$ cat config.mk
export PLATFORM = sky130hd
export DESIGN_NAME = pipeline_hazard_ctrl
export DESIGN_NICKNAME = d
export VERILOG_FILES = /design/src/rtl/hazard_pkg.sv /design/src/rtl/sat_counter.sv /design/src/rtl/pipeline_hazard_ctrl.sv
export SDC_FILE = /design/constraint.sdc
export NUM_CORES = 1
export LEC_CHECK = 0
export CORE_MARGIN = 2
export CORE_UTILIZATION = 45
export CTS_CLUSTER_SIZE = 40
export DETAILED_ROUTE_END_ITERATION = 8
export PLACE_DENSITY = 0.78
export SETUP_SLACK_MARGIN = 0.2
export SKIP_CTS_REPAIR_TIMING = 1
export SYNTH_ARGS = -nofsm -noshare
export SYNTH_HDL_FRONTEND = slang
export SYNTH_SLANG_ARGS = --single-unit
$ cat constraint.sdc
create_clock -name clk -period 2.65 [get_ports clk]
set_input_delay 0.53 -clock clk [delete_from_list [all_inputs] [get_ports clk]]
set_output_delay 0.53 -clock clk [all_outputs]
set_load 0.05 [all_outputs]
$ cat src/rtl/hazard_pkg.sv
// Shared types and constants for the pipeline hazard controller:
// FSM states, the XZR register number and the bundled stage-control outputs.
package hazard_pkg;

    typedef enum logic [1:0] {
        RUN      = 2'd0,
        MEM_WAIT = 2'd1,
        BR_FLUSH = 2'd2,
        HALT     = 2'd3
    } hz_state_t;

    localparam logic [4:0] XZR = 5'd31;

    typedef struct packed {
        logic pc_hold;
        logic if_id_hold;
        logic if_id_flush;
        logic id_ex_hold;
        logic id_ex_flush;
        logic ex_mem_hold;
        logic ex_mem_flush;
        logic mem_wb_flush;
        logic pc_redirect;
    } stage_ctrl_t;

    localparam stage_ctrl_t CTRL_NONE = '{
        pc_hold: 1'b0, if_id_hold: 1'b0, if_id_flush: 1'b0,
        id_ex_hold: 1'b0, id_ex_flush: 1'b0, ex_mem_hold: 1'b0,
        ex_mem_flush: 1'b0, mem_wb_flush: 1'b0, pc_redirect: 1'b0
    };

    // Freeze PC..EX/MEM and drain a bubble into MEM/WB while memory is busy.
    localparam stage_ctrl_t CTRL_STALL = '{
        pc_hold: 1'b1, if_id_hold: 1'b1, if_id_flush: 1'b0,
        id_ex_hold: 1'b1, id_ex_flush: 1'b0, ex_mem_hold: 1'b1,
        ex_mem_flush: 1'b0, mem_wb_flush: 1'b1, pc_redirect: 1'b0
    };

    localparam stage_ctrl_t CTRL_BRANCH = '{
        pc_hold: 1'b0, if_id_hold: 1'b0, if_id_flush: 1'b1,
        id_ex_hold: 1'b0, id_ex_flush: 1'b1, ex_mem_hold: 1'b0,
        ex_mem_flush: 1'b1, mem_wb_flush: 1'b0, pc_redirect: 1'b1
    };

    localparam stage_ctrl_t CTRL_LOAD_USE = '{
        pc_hold: 1'b1, if_id_hold: 1'b1, if_id_flush: 1'b0,
        id_ex_hold: 1'b0, id_ex_flush: 1'b1, ex_mem_hold: 1'b0,
        ex_mem_flush: 1'b0, mem_wb_flush: 1'b0, pc_redirect: 1'b0
    };

    localparam stage_ctrl_t CTRL_IF_FLUSH = '{
        pc_hold: 1'b0, if_id_hold: 1'b0, if_id_flush: 1'b1,
        id_ex_hold: 1'b0, id_ex_flush: 1'b0, ex_mem_hold: 1'b0,
        ex_mem_flush: 1'b0, mem_wb_flush: 1'b0, pc_redirect: 1'b0
    };

    // A load in EX feeding a source of the ID instruction; XZR never conflicts.
    function automatic logic load_use_hazard(
        input logic [4:0] rn,
        input logic [4:0] rm,
        input logic       uses_rm,
        input logic [4:0] rd,
        input logic       mem_read,
        input logic       reg_write
    );
        return mem_read && reg_write && (rd != XZR) &&
               ((rd == rn) || (uses_rm && (rd == rm)));
    endfunction

endpackage

$ cat src/rtl/sat_counter.sv
// Saturating counter with synchronous reset/clear, parallel load,
// increment (sticks at all-ones) and decrement (sticks at zero).
module sat_counter #(
    parameter int W = 16
) (
    input  logic         clk,
    input  logic         reset,
    input  logic         clear,
    input  logic         load,
    input  logic [W-1:0] load_val,
    input  logic         inc,
    input  logic         dec,
    output logic [W-1:0] count
);

    localparam logic [W-1:0] MAX_C = {W{1'b1}};
    localparam logic [W-1:0] ZERO_C = {W{1'b0}};
    localparam logic [W-1:0] ONE_C = W'(1);

    logic [W-1:0] count_r;

    // Count register: clear beats load beats inc beats dec.
    always_ff @(posedge clk) begin
        if (reset || clear) begin
            count_r <= ZERO_C;
        end else if (load) begin
            count_r <= load_val;
        end else if (inc) begin
            if (count_r != MAX_C) begin
                count_r <= count_r + ONE_C;
            end else begin
                count_r <= count_r;
            end
        end else if (dec) begin
            if (count_r != ZERO_C) begin
                count_r <= count_r - ONE_C;
            end else begin
                count_r <= count_r;
            end
        end else begin
            count_r <= count_r;
        end
    end

    assign count = count_r;

endmodule

$ cat src/rtl/pipeline_hazard_ctrl.sv
// Central stall/flush controller for the 5-stage pipeline.
// Define HAZARD_PERF_CNT_EN to add stall/flush/load-use event counters.
module pipeline_hazard_ctrl
    import hazard_pkg::*;
#(
    parameter int FLUSH_CYCLES = 1,
    parameter int MEM_TIMEOUT  = 255,
    parameter int CNT_W        = 16
) (
    input  logic             clk,
    input  logic             reset,
    input  logic [4:0]       id_Rn,
    input  logic [4:0]       id_Rm,
    input  logic             id_uses_Rm,
    input  logic [4:0]       ex_Rd,
    input  logic             ex_MemRead,
    input  logic             ex_RegWrite,
    input  logic             mem_BranchTaken,
    input  logic             mem_MemRead,
    input  logic             mem_MemWrite,
    input  logic             dmem_ready,
    output logic             pc_hold,
    output logic             if_id_hold,
    output logic             if_id_flush,
    output logic             id_ex_hold,
    output logic             id_ex_flush,
    output logic             ex_mem_hold,
    output logic             ex_mem_flush,
    output logic             mem_wb_flush,
    output logic             pc_redirect,
    output logic             mem_timeout
`ifdef HAZARD_PERF_CNT_EN
    ,
    output logic [CNT_W-1:0] stall_cycles,
    output logic [CNT_W-1:0] flush_events,
    output logic [CNT_W-1:0] load_use_events
`endif
);

    localparam logic [CNT_W-1:0] ZERO_C       = {CNT_W{1'b0}};
    localparam logic [CNT_W-1:0] ONE_C        = CNT_W'(1);
    localparam logic [CNT_W-1:0] TIMEOUT_C    = CNT_W'(MEM_TIMEOUT);
    localparam logic [CNT_W-1:0] FLUSH_INIT_C = CNT_W'(FLUSH_CYCLES - 1);
    localparam bit               MULTI_FLUSH_C = (FLUSH_CYCLES > 1);

    hz_state_t        state_r;
    hz_state_t        next_state_s;
    logic             ret_flush_r;
    logic             next_ret_s;
    logic             mem_timeout_r;
    stage_ctrl_t      ctrl_s;
    stage_ctrl_t      ctrl_out_s;
    logic             mem_stall_s;
    logic             load_use_s;
    logic             wait_load_s;
    logic             wait_inc_s;
    logic             flush_load_s;
    logic             flush_dec_s;
    logic             timeout_set_s;
    logic [CNT_W-1:0] wait_cnt_s;
    logic [CNT_W-1:0] flush_cnt_s;

    assign mem_stall_s = (mem_MemRead | mem_MemWrite) & ~dmem_ready;
    assign load_use_s  = load_use_hazard(id_Rn, id_Rm, id_uses_Rm, ex_Rd,
                                         ex_MemRead, ex_RegWrite);

    // Next-state and stage-control decode; hold always beats flush.
    always_comb begin
        ctrl_s        = CTRL_NONE;
        next_state_s  = state_r;
        next_ret_s    = ret_flush_r;
        wait_load_s   = 1'b0;
        wait_inc_s    = 1'b0;
        flush_load_s  = 1'b0;
        flush_dec_s   = 1'b0;
        timeout_set_s = 1'b0;
        case (state_r)
            RUN: begin
                if (mem_stall_s) begin
                    ctrl_s       = CTRL_STALL;
                    wait_load_s  = 1'b1;
                    next_ret_s   = 1'b0;
                    next_state_s = MEM_WAIT;
                end else if (mem_BranchTaken) begin
                    ctrl_s = CTRL_BRANCH;
                    if (MULTI_FLUSH_C) begin
                        flush_load_s = 1'b1;
                        next_state_s = BR_FLUSH;
                    end else begin
                        next_state_s = RUN;
                    end
                end else if (load_use_s) begin
                    ctrl_s = CTRL_LOAD_USE;
                end else begin
                    ctrl_s = CTRL_NONE;
                end
            end
            MEM_WAIT: begin
                if (dmem_ready) begin
                    next_state_s = ret_flush_r ? BR_FLUSH : RUN;
                end else if (wait_cnt_s == TIMEOUT_C) begin
                    ctrl_s        = CTRL_STALL;
                    timeout_set_s = 1'b1;
                    next_state_s  = HALT;
                end else begin
                    ctrl_s     = CTRL_STALL;
                    wait_inc_s = 1'b1;
                end
            end
            BR_FLUSH: begin
                // A memory stall freezes the flush count until release.
                if (mem_stall_s) begin
                    ctrl_s       = CTRL_STALL;
                    wait_load_s  = 1'b1;
                    next_ret_s   = 1'b1;
                    next_state_s = MEM_WAIT;
                end else begin
                    ctrl_s = CTRL_IF_FLUSH;
                    if (flush_cnt_s <= ONE_C) begin
                        next_state_s = RUN;
                    end else begin
                        flush_dec_s = 1'b1;
                    end
                end
            end
            HALT: begin
                ctrl_s       = CTRL_STALL;
                next_state_s = HALT;
            end
            default: begin
                ctrl_s       = CTRL_STALL;
                next_state_s = RUN;
            end
        endcase
    end

    // FSM state, flush-resume flag and sticky timeout flag.
    always_ff @(posedge clk) begin
        if (reset) begin
            state_r       <= RUN;
            ret_flush_r   <= 1'b0;
            mem_timeout_r <= 1'b0;
        end else begin
            state_r       <= next_state_s;
            ret_flush_r   <= next_ret_s;
            mem_timeout_r <= mem_timeout_r | timeout_set_s;
        end
    end

    sat_counter #(.W(CNT_W)) u_wait_cnt (
        .clk      (clk),
        .reset    (reset),
        .clear    (1'b0),
        .load     (wait_load_s),
        .load_val (ONE_C),
        .inc      (wait_inc_s),
        .dec      (1'b0),
        .count    (wait_cnt_s)
    );

    sat_counter #(.W(CNT_W)) u_flush_cnt (
        .clk      (clk),
        .reset    (reset),
        .clear    (1'b0),
        .load     (flush_load_s),
        .load_val (FLUSH_INIT_C),
        .inc      (1'b0),
        .dec      (flush_dec_s),
        .count    (flush_cnt_s)
    );

    assign ctrl_out_s   = reset ? CTRL_NONE : ctrl_s;
    assign pc_hold      = ctrl_out_s.pc_hold;
    assign if_id_hold   = ctrl_out_s.if_id_hold;
    assign if_id_flush  = ctrl_out_s.if_id_flush;
    assign id_ex_hold   = ctrl_out_s.id_ex_hold;
    assign id_ex_flush  = ctrl_out_s.id_ex_flush;
    assign ex_mem_hold  = ctrl_out_s.ex_mem_hold;
    assign ex_mem_flush = ctrl_out_s.ex_mem_flush;
    assign mem_wb_flush = ctrl_out_s.mem_wb_flush;
    assign pc_redirect  = ctrl_out_s.pc_redirect;
    assign mem_timeout  = mem_timeout_r;

`ifdef HAZARD_PERF_CNT_EN
    // pc_redirect marks a branch acceptance; pc_hold with id_ex_flush only occurs on a load-use stall.
    sat_counter #(.W(CNT_W)) u_stall_cycles (
        .clk      (clk),
        .reset    (reset),
        .clear    (1'b0),
        .load     (1'b0),
        .load_val (ZERO_C),
        .inc      (ctrl_out_s.pc_hold),
        .dec      (1'b0),
        .count    (stall_cycles)
    );

    sat_counter #(.W(CNT_W)) u_flush_events (
        .clk      (clk),
        .reset    (reset),
        .clear    (1'b0),
        .load     (1'b0),
        .load_val (ZERO_C),
        .inc      (ctrl_out_s.pc_redirect),
        .dec      (1'b0),
        .count    (flush_events)
    );

    sat_counter #(.W(CNT_W)) u_load_use_events (
        .clk      (clk),
        .reset    (reset),
        .clear    (1'b0),
        .load     (1'b0),
        .load_val (ZERO_C),
        .inc      (ctrl_out_s.pc_hold & ctrl_out_s.id_ex_flush),
        .dec      (1'b0),
        .count    (load_use_events)
    );
`endif

endmodule
After elaboration in Yosys (flattened, before gate mapping)

Index checks and enable logic that the tools add are counted.

$add $sub $neg: 2
Order comparisons: 1
Eq/ne operators: 13
Muxes and demuxes: 32
Bitwise operators: 4
Reductions and logical operators: 17

Operators with widths:

| kind                                                             | count |
|---|---|
| 2-to-1 mux 9 bit                                                 | 6 |
| case mux 9 bit (4 select lines)                                  | 1 |
| adder 16 x 1 -> 16 bit (second input constant)                   | 1 |
| == test 16 x 8 -> 1 bit (second input constant)                  | 1 |
| less-or-equal comparator 16 x 1 -> 1 bit (second input constant) | 1 |
| 2-to-1 mux 1 bit                                                 | 16 |
| inequality test 16 bit (second input constant)                   | 1 |
| nonzero test 16 bit                                              | 1 |
| subtractor 16 x 1 -> 16 bit (second input constant)              | 1 |
| 2-to-1 mux 2 bit                                                 | 7 |
| == test 5 bit                                                    | 2 |
| inequality test 3 bit (second input constant)                    | 3 |
| case mux 2 bit (4 select lines)                                  | 1 |
| AND reduction 2 bit                                              | 3 |
| AND reduction 3 bit                                              | 2 |
| nonzero test 2 bit                                               | 3 |
| inequality test 5 bit (second input constant)                    | 1 |
| == test 2 bit (second input constant)                            | 2 |
| logical AND 1 bit                                                | 4 |
| inequality test 2 bit (second input constant)                    | 2 |
| OR reduction 2 bit                                               | 2 |
| == test 2 x 1 -> 1 bit (second input constant)                   | 1 |
| logical NOT 2 bit                                                | 1 |
| bitwise OR 1 bit                                                 | 2 |
| other kinds (4)                                                  | 4 |

Flip-flop bits (word level): 36
Bits of input ports: 24
Output and inout bits: 10
Logic and storage cells: 75

Longest topological paths before layout

Depth in word-level cells: 9
Depth in mapped cells: 8
Depth with buffers taken out: 7

Modules after synthesis

From an unflattened synthesis, not the netlist that was laid out.

Cells, all modules: 459
Area total of the unflattened synthesis: 3568.4 um^2

By module, submodules not included:

| module                    | instances | cells an instance | area each (um^2) | seq. area each (um^2) |
|---|---|---|---|---|
| sat_counter (u_wait_cnt)  | 1         | 206               | 1579.0           | 320.3 |
| sat_counter (u_flush_cnt) | 1         | 188               | 1482.7           | 320.3 |
| pipeline_hazard_ctrl      | 1         | 65                | 506.7            | 80.1 |

Worst setup path before layout

OpenSTA, ideal clock, no wires.

Kind: input to output
From: input port mem_MemWrite
To: output port if_id_flush
Arrival: 2.166 ns
Data required time: 2.120 ns
Setup slack: -0.046 ns
Cell stages on the path: 5
Cells stage by stage: o21ba_2 > or3_1 > nor2_1 > and2_1 > o21bai_1

Cells in the longest elaborated chain, start to end: 5
Elaborated cells between the ends (all ways): 6

Ends and longest elaborated chain:

| element                             | RTL line                                                | source |
|---|---|---|
| from (decl)                         | pipeline_hazard_ctrl.sv:20                              | `input logic mem_MemWrite,` |
| bitwise OR 1 bit *                  | pipeline_hazard_ctrl.sv:63                              | `assign mem_stall_s = (mem_MemRead \| mem_MemWrite) & ~dmem_ready;` |
| bitwise AND 1 bit *                 | pipeline_hazard_ctrl.sv:63                              |  |
| 2-to-1 mux 9 bit (on tied branches) | pipeline_hazard_ctrl.sv:112, pipeline_hazard_ctrl.sv:79 |  |
| case mux 9 bit (4 select lines) *   | pipeline_hazard_ctrl.sv:77                              | `case (state_r)` |
| 2-to-1 mux 9 bit *                  | pipeline_hazard_ctrl.sv:172                             | `assign ctrl_out_s = reset ? CTRL_NONE : ctrl_s;` |
| to (decl)                           | pipeline_hazard_ctrl.sv:24                              | `output logic if_id_flush,` |

Every way passes the cells marked *; elsewhere a longest branch is shown, timed or not.

Worst setup path in the final report

From: input port ex_Rd[1]
To: output port if_id_hold

Cells in the longest elaborated chain, start to end: 9
Elaborated cells between the ends (all ways): 12

Ends and longest elaborated chain:

| element                           | RTL line                    | source |
|---|---|---|
| from (decl)                       | pipeline_hazard_ctrl.sv:15  | `input logic [4:0] ex_Rd,` |
| == test 5 bit                     | hazard_pkg.sv:67            | `((rd == rn) \|\| (uses_rm && (rd == rm)));` |
| logical AND 1 bit                 | hazard_pkg.sv:67            |  |
| logical OR 1 bit                  | hazard_pkg.sv:67            |  |
| logical AND 1 bit *               | hazard_pkg.sv:66            | `return mem_read && reg_write && (rd != XZR) &&` |
| 2-to-1 mux 9 bit *                | pipeline_hazard_ctrl.sv:92  | `end else if (load_use_s) begin` |
| 2-to-1 mux 9 bit *                | pipeline_hazard_ctrl.sv:84  | `end else if (mem_BranchTaken) begin` |
| 2-to-1 mux 9 bit *                | pipeline_hazard_ctrl.sv:79  | `if (mem_stall_s) begin` |
| case mux 9 bit (4 select lines) * | pipeline_hazard_ctrl.sv:77  |  |
| 2-to-1 mux 9 bit *                | pipeline_hazard_ctrl.sv:172 |  |
| to (decl)                         | pipeline_hazard_ctrl.sv:23  | `output logic if_id_hold,` |

Marked as above.

==> results.md <==
* CTS Sinks at 36
* Total Routing Usage GR at 19.76%
* Final period util at 89.96%
* Synth area leader: dfxtp_1
* Largest family of logic cells by synthesized area: simple AND/OR/NAND/NOR gates
* Clock slew at reported path FFs at 70 ps
* Ant diodes at 0
* Pleak at 1.148 nW
* Worst ir drop on vdd at 0.0002745 V
* Via-to-Cell Ratio at 5.810
* Multiplexer share of the synthesized area at 1.008%
* Antenna Nets Post-Route at 0
* Reg power frac at 45.6%
* Worst-Margin Slew at 619.1 ps
* Worst EP required at 2120 ps
* Net Count, Synth at 287
* Core area at 0.004444 mm2
* Total area of sequential cells at 721.9 um2
* Worst setup margin at 266.2 ps
* Final nets at 323
* FILL cells at 377
* Initial DRC count at 135
* Final setup skew at 3.880 ps
* Critical Path AT at 1850 ps
* Leading post-synthesis cells by cell area: dfxtp_1, xor2_1, nor2_1
* Final hold vios at 0
* Logic gate share of total power at 21.0%
* Internal Power at 881.5 uW
* Die footprint at 0.005255 mm2
* Synth warn at 0
* Power Dens Cells at 435.9 mW/mm2
* Global route overflow at 0
* Avg Cell Area, Syn at 8.150 um2
* Net Sw Frac at 27.56%
* Per-cell routed wire length at 13.80 um
* Boundary Pins at 34
* Crit. End Element: output pin
* Power, Total at 1.217 mW
* CTS tree: built
* Clock H-tree levels at 2
* Status: finished, final reports clean
* Vias in the first global route at 1,925
* Global-route wire length before repair at 8259 um
* Initial antenna violation count at 0
* CTS max path bufs at 2
* Util after Layout at 62.81%
* Height of the die at 72.49 um
* Largest net degree at the start of global routing at 25
* Compound-Gate Fraction of Synth Area at 14.70%
* Clock share of power at 33.5%
* RSZ-0062 raised after global routing: false
* Area taken by multi-input logic gates at 0.001341 mm2
* Fmax at 419.5 MHz
* Post-Synth Simple-Gate Area at 33.79%
* CP Class: in -> out
* Rows at 24
* XOR/XNOR Fraction of Synth Area at 9.129%
* Number of iterations in the first detailed-routing pass at 4
* Synthesized cell area at 0.002111 mm2
* Adder-cell share of the synthesized area at 2.371%
* Synth cell types at 54
* Synth Register Bits at 36
* Max-slew violations at 0
* Post-synth top area share at 34.14%
* Total CTS buffers at 5
* Final setup violating endpoints at 0
* Layout area overhead at 32.25%
* Place WS at -48.63 ps
* Sequential fraction of the synthesis area at 34.14%
* Max cap viols at 0
* Crit path max fanout at 3
* Post-Synthesis Cells at 259
* Placer Congestion at 0.8327
* Vias at 2,022
* Slew margin rel. at 58.73%
* Layout cells sized above 1 at 18.24%
* DRT Wirelength at 4801 um
* Buffers on Ports at 33
* Drt drc at 0
* Root Driver: clkbuf_8
* HPWL Detailed at 3495 um
* Tmin final at 2384 ps
* Critical Path Start Type: input pin
* Starting Density at 47.49%
* Die Wd at 72.49 um
* Psw at 335.4 uW
* Worst min-delay path category: reg -> reg
* Clk Latency, worst-skew pair at 290 ps
## area by class of cell
type | count | area share, %
timing repair buffer | 45 | 19.63
sequential | 36 | 25.86
tap | 52 | 2.331
inverter | 6 | 0.8068
clock buffer | 6 | 2.958
multi-input combinational | 201 | 48.05
clock inverter | 2 | 0.3586
## state kept, by name, summed over array words and instances, names as in the netlist
| signal | count |
|---|---|
| ret_flush_r | 1 |
| u_flush_cnt.count | 16 |
| u_wait_cnt.count | 16 |
| state_r | 2 |
| mem_timeout | 1 |
## metal layers
layer	wire length, um	global-route usage [%]
met2	2188	30.89
met5	0	0
met1	2234	25.67
met3	294	5.278
met4	83	8.642
## Yosys cell counts (all sizes together)
library cell  number
nand3             10
a31oi              4
or4b               1
o21ai             10
o31a               2
nor2              27
nor2b              3
and2b              1
mux2i              1
or4                9
nor4               8
nor3b              2
a2111oi            1
dfxtp             36
o31ai              3
mux2               1
nand4b             1
nor3               8
xor2              12
buf               10
clkbuf             6
o41ai              1
o21a               3
ha                 4
nand3b             2
a311o              1
o21bai             2
nand4             12
o311ai             1
o211ai             4
xnor2             10
nor4b              2
o21ba              1
a211oi             1
or3                8
and2               2
or3b               1
or2                2
nand2             17
a21oi             13
inv                6
and3               9
a21o               1
## metrics by stage
stage | hold slack [ps] | instances | TNS, ps | instance area (um2)
after floorplan | 436.3 | 259 | 0 | 2125
after global placement | 444.2 | 340 | 0 | 2620
after detailed placement | 453.7 | 340 | -118.3 | 2620
after CTS | 464.2 | 348 | -152.5 | 2713
after global routing | 503.6 | 348 | 0 | 2791
final | 468.3 | 348 | 0 | 2791
## critical path: stages
cell,delay (ps)
clkdlybuf4s50_1,540
nand3_1,100
o211ai_1,230
a21oi_2,80
a21o_4,240
buf_12,150
## power groups by stage
| stage | Combinational (mW) | Clock [mW] | Sequential [mW] |
|---|---|---|---|
| after global routing | 0.271 | 0.435 | 0.555 |
| after detailed placement | 0.247 | 0 | 0.566 |
| final | 0.255 | 0.407 | 0.554 |
| after global placement | 0.244 | 0 | 0.566 |
| after floorplan | 0.123 | 0 | 0.564 |
| after CTS | 0.248 | 0.418 | 0.553 |
## path summary, 6_finish.rpt
path	endpoint	slack, ps	from	depth (start not counted)
max	if_id_hold	270	ex_Rd[1]	6
min	ret_flush_r	470	ret_flush_r	2
max reg2reg	u_flush_cnt.count[7]	390	u_flush_cnt.count[0]	6
min reg2reg	ret_flush_r	470	ret_flush_r	2
## placed cells by master, fill, tap and decap left out, types with 6 or more instances in the layout
| cell | n |
|---|---|
| clkbuf_8 | 6 |
| or4_1 | 7 |
| dfxtp_1 | 35 |
| nor2_1 | 25 |
| o21ai_0 | 10 |
| clkdlybuf4s50_1 | 9 |
| buf_12 | 9 |
| dlymetal6s2s_1 | 15 |
| or3_1 | 6 |
| nor4_1 | 7 |
| inv_1 | 6 |
| nand4_1 | 12 |
| buf_4 | 12 |
| nand3_1 | 10 |
| a21oi_1 | 11 |
| and3_1 | 6 |
| nor3_1 | 7 |
| xnor2_1 | 10 |
| nand2_1 | 16 |
| xor2_1 | 12 |
## kinds of logic after synthesis
logic type / count (synthesis)
AND/OR/NAND/NOR: 125
AO/OA/AOI/OAI: 48
flip-flops: 36
XOR/XNOR: 22
buffers and inverters: 22
adder cells (fa/ha/maj): 4
multiplexers: 2
(Power assumes the default switching activity.)
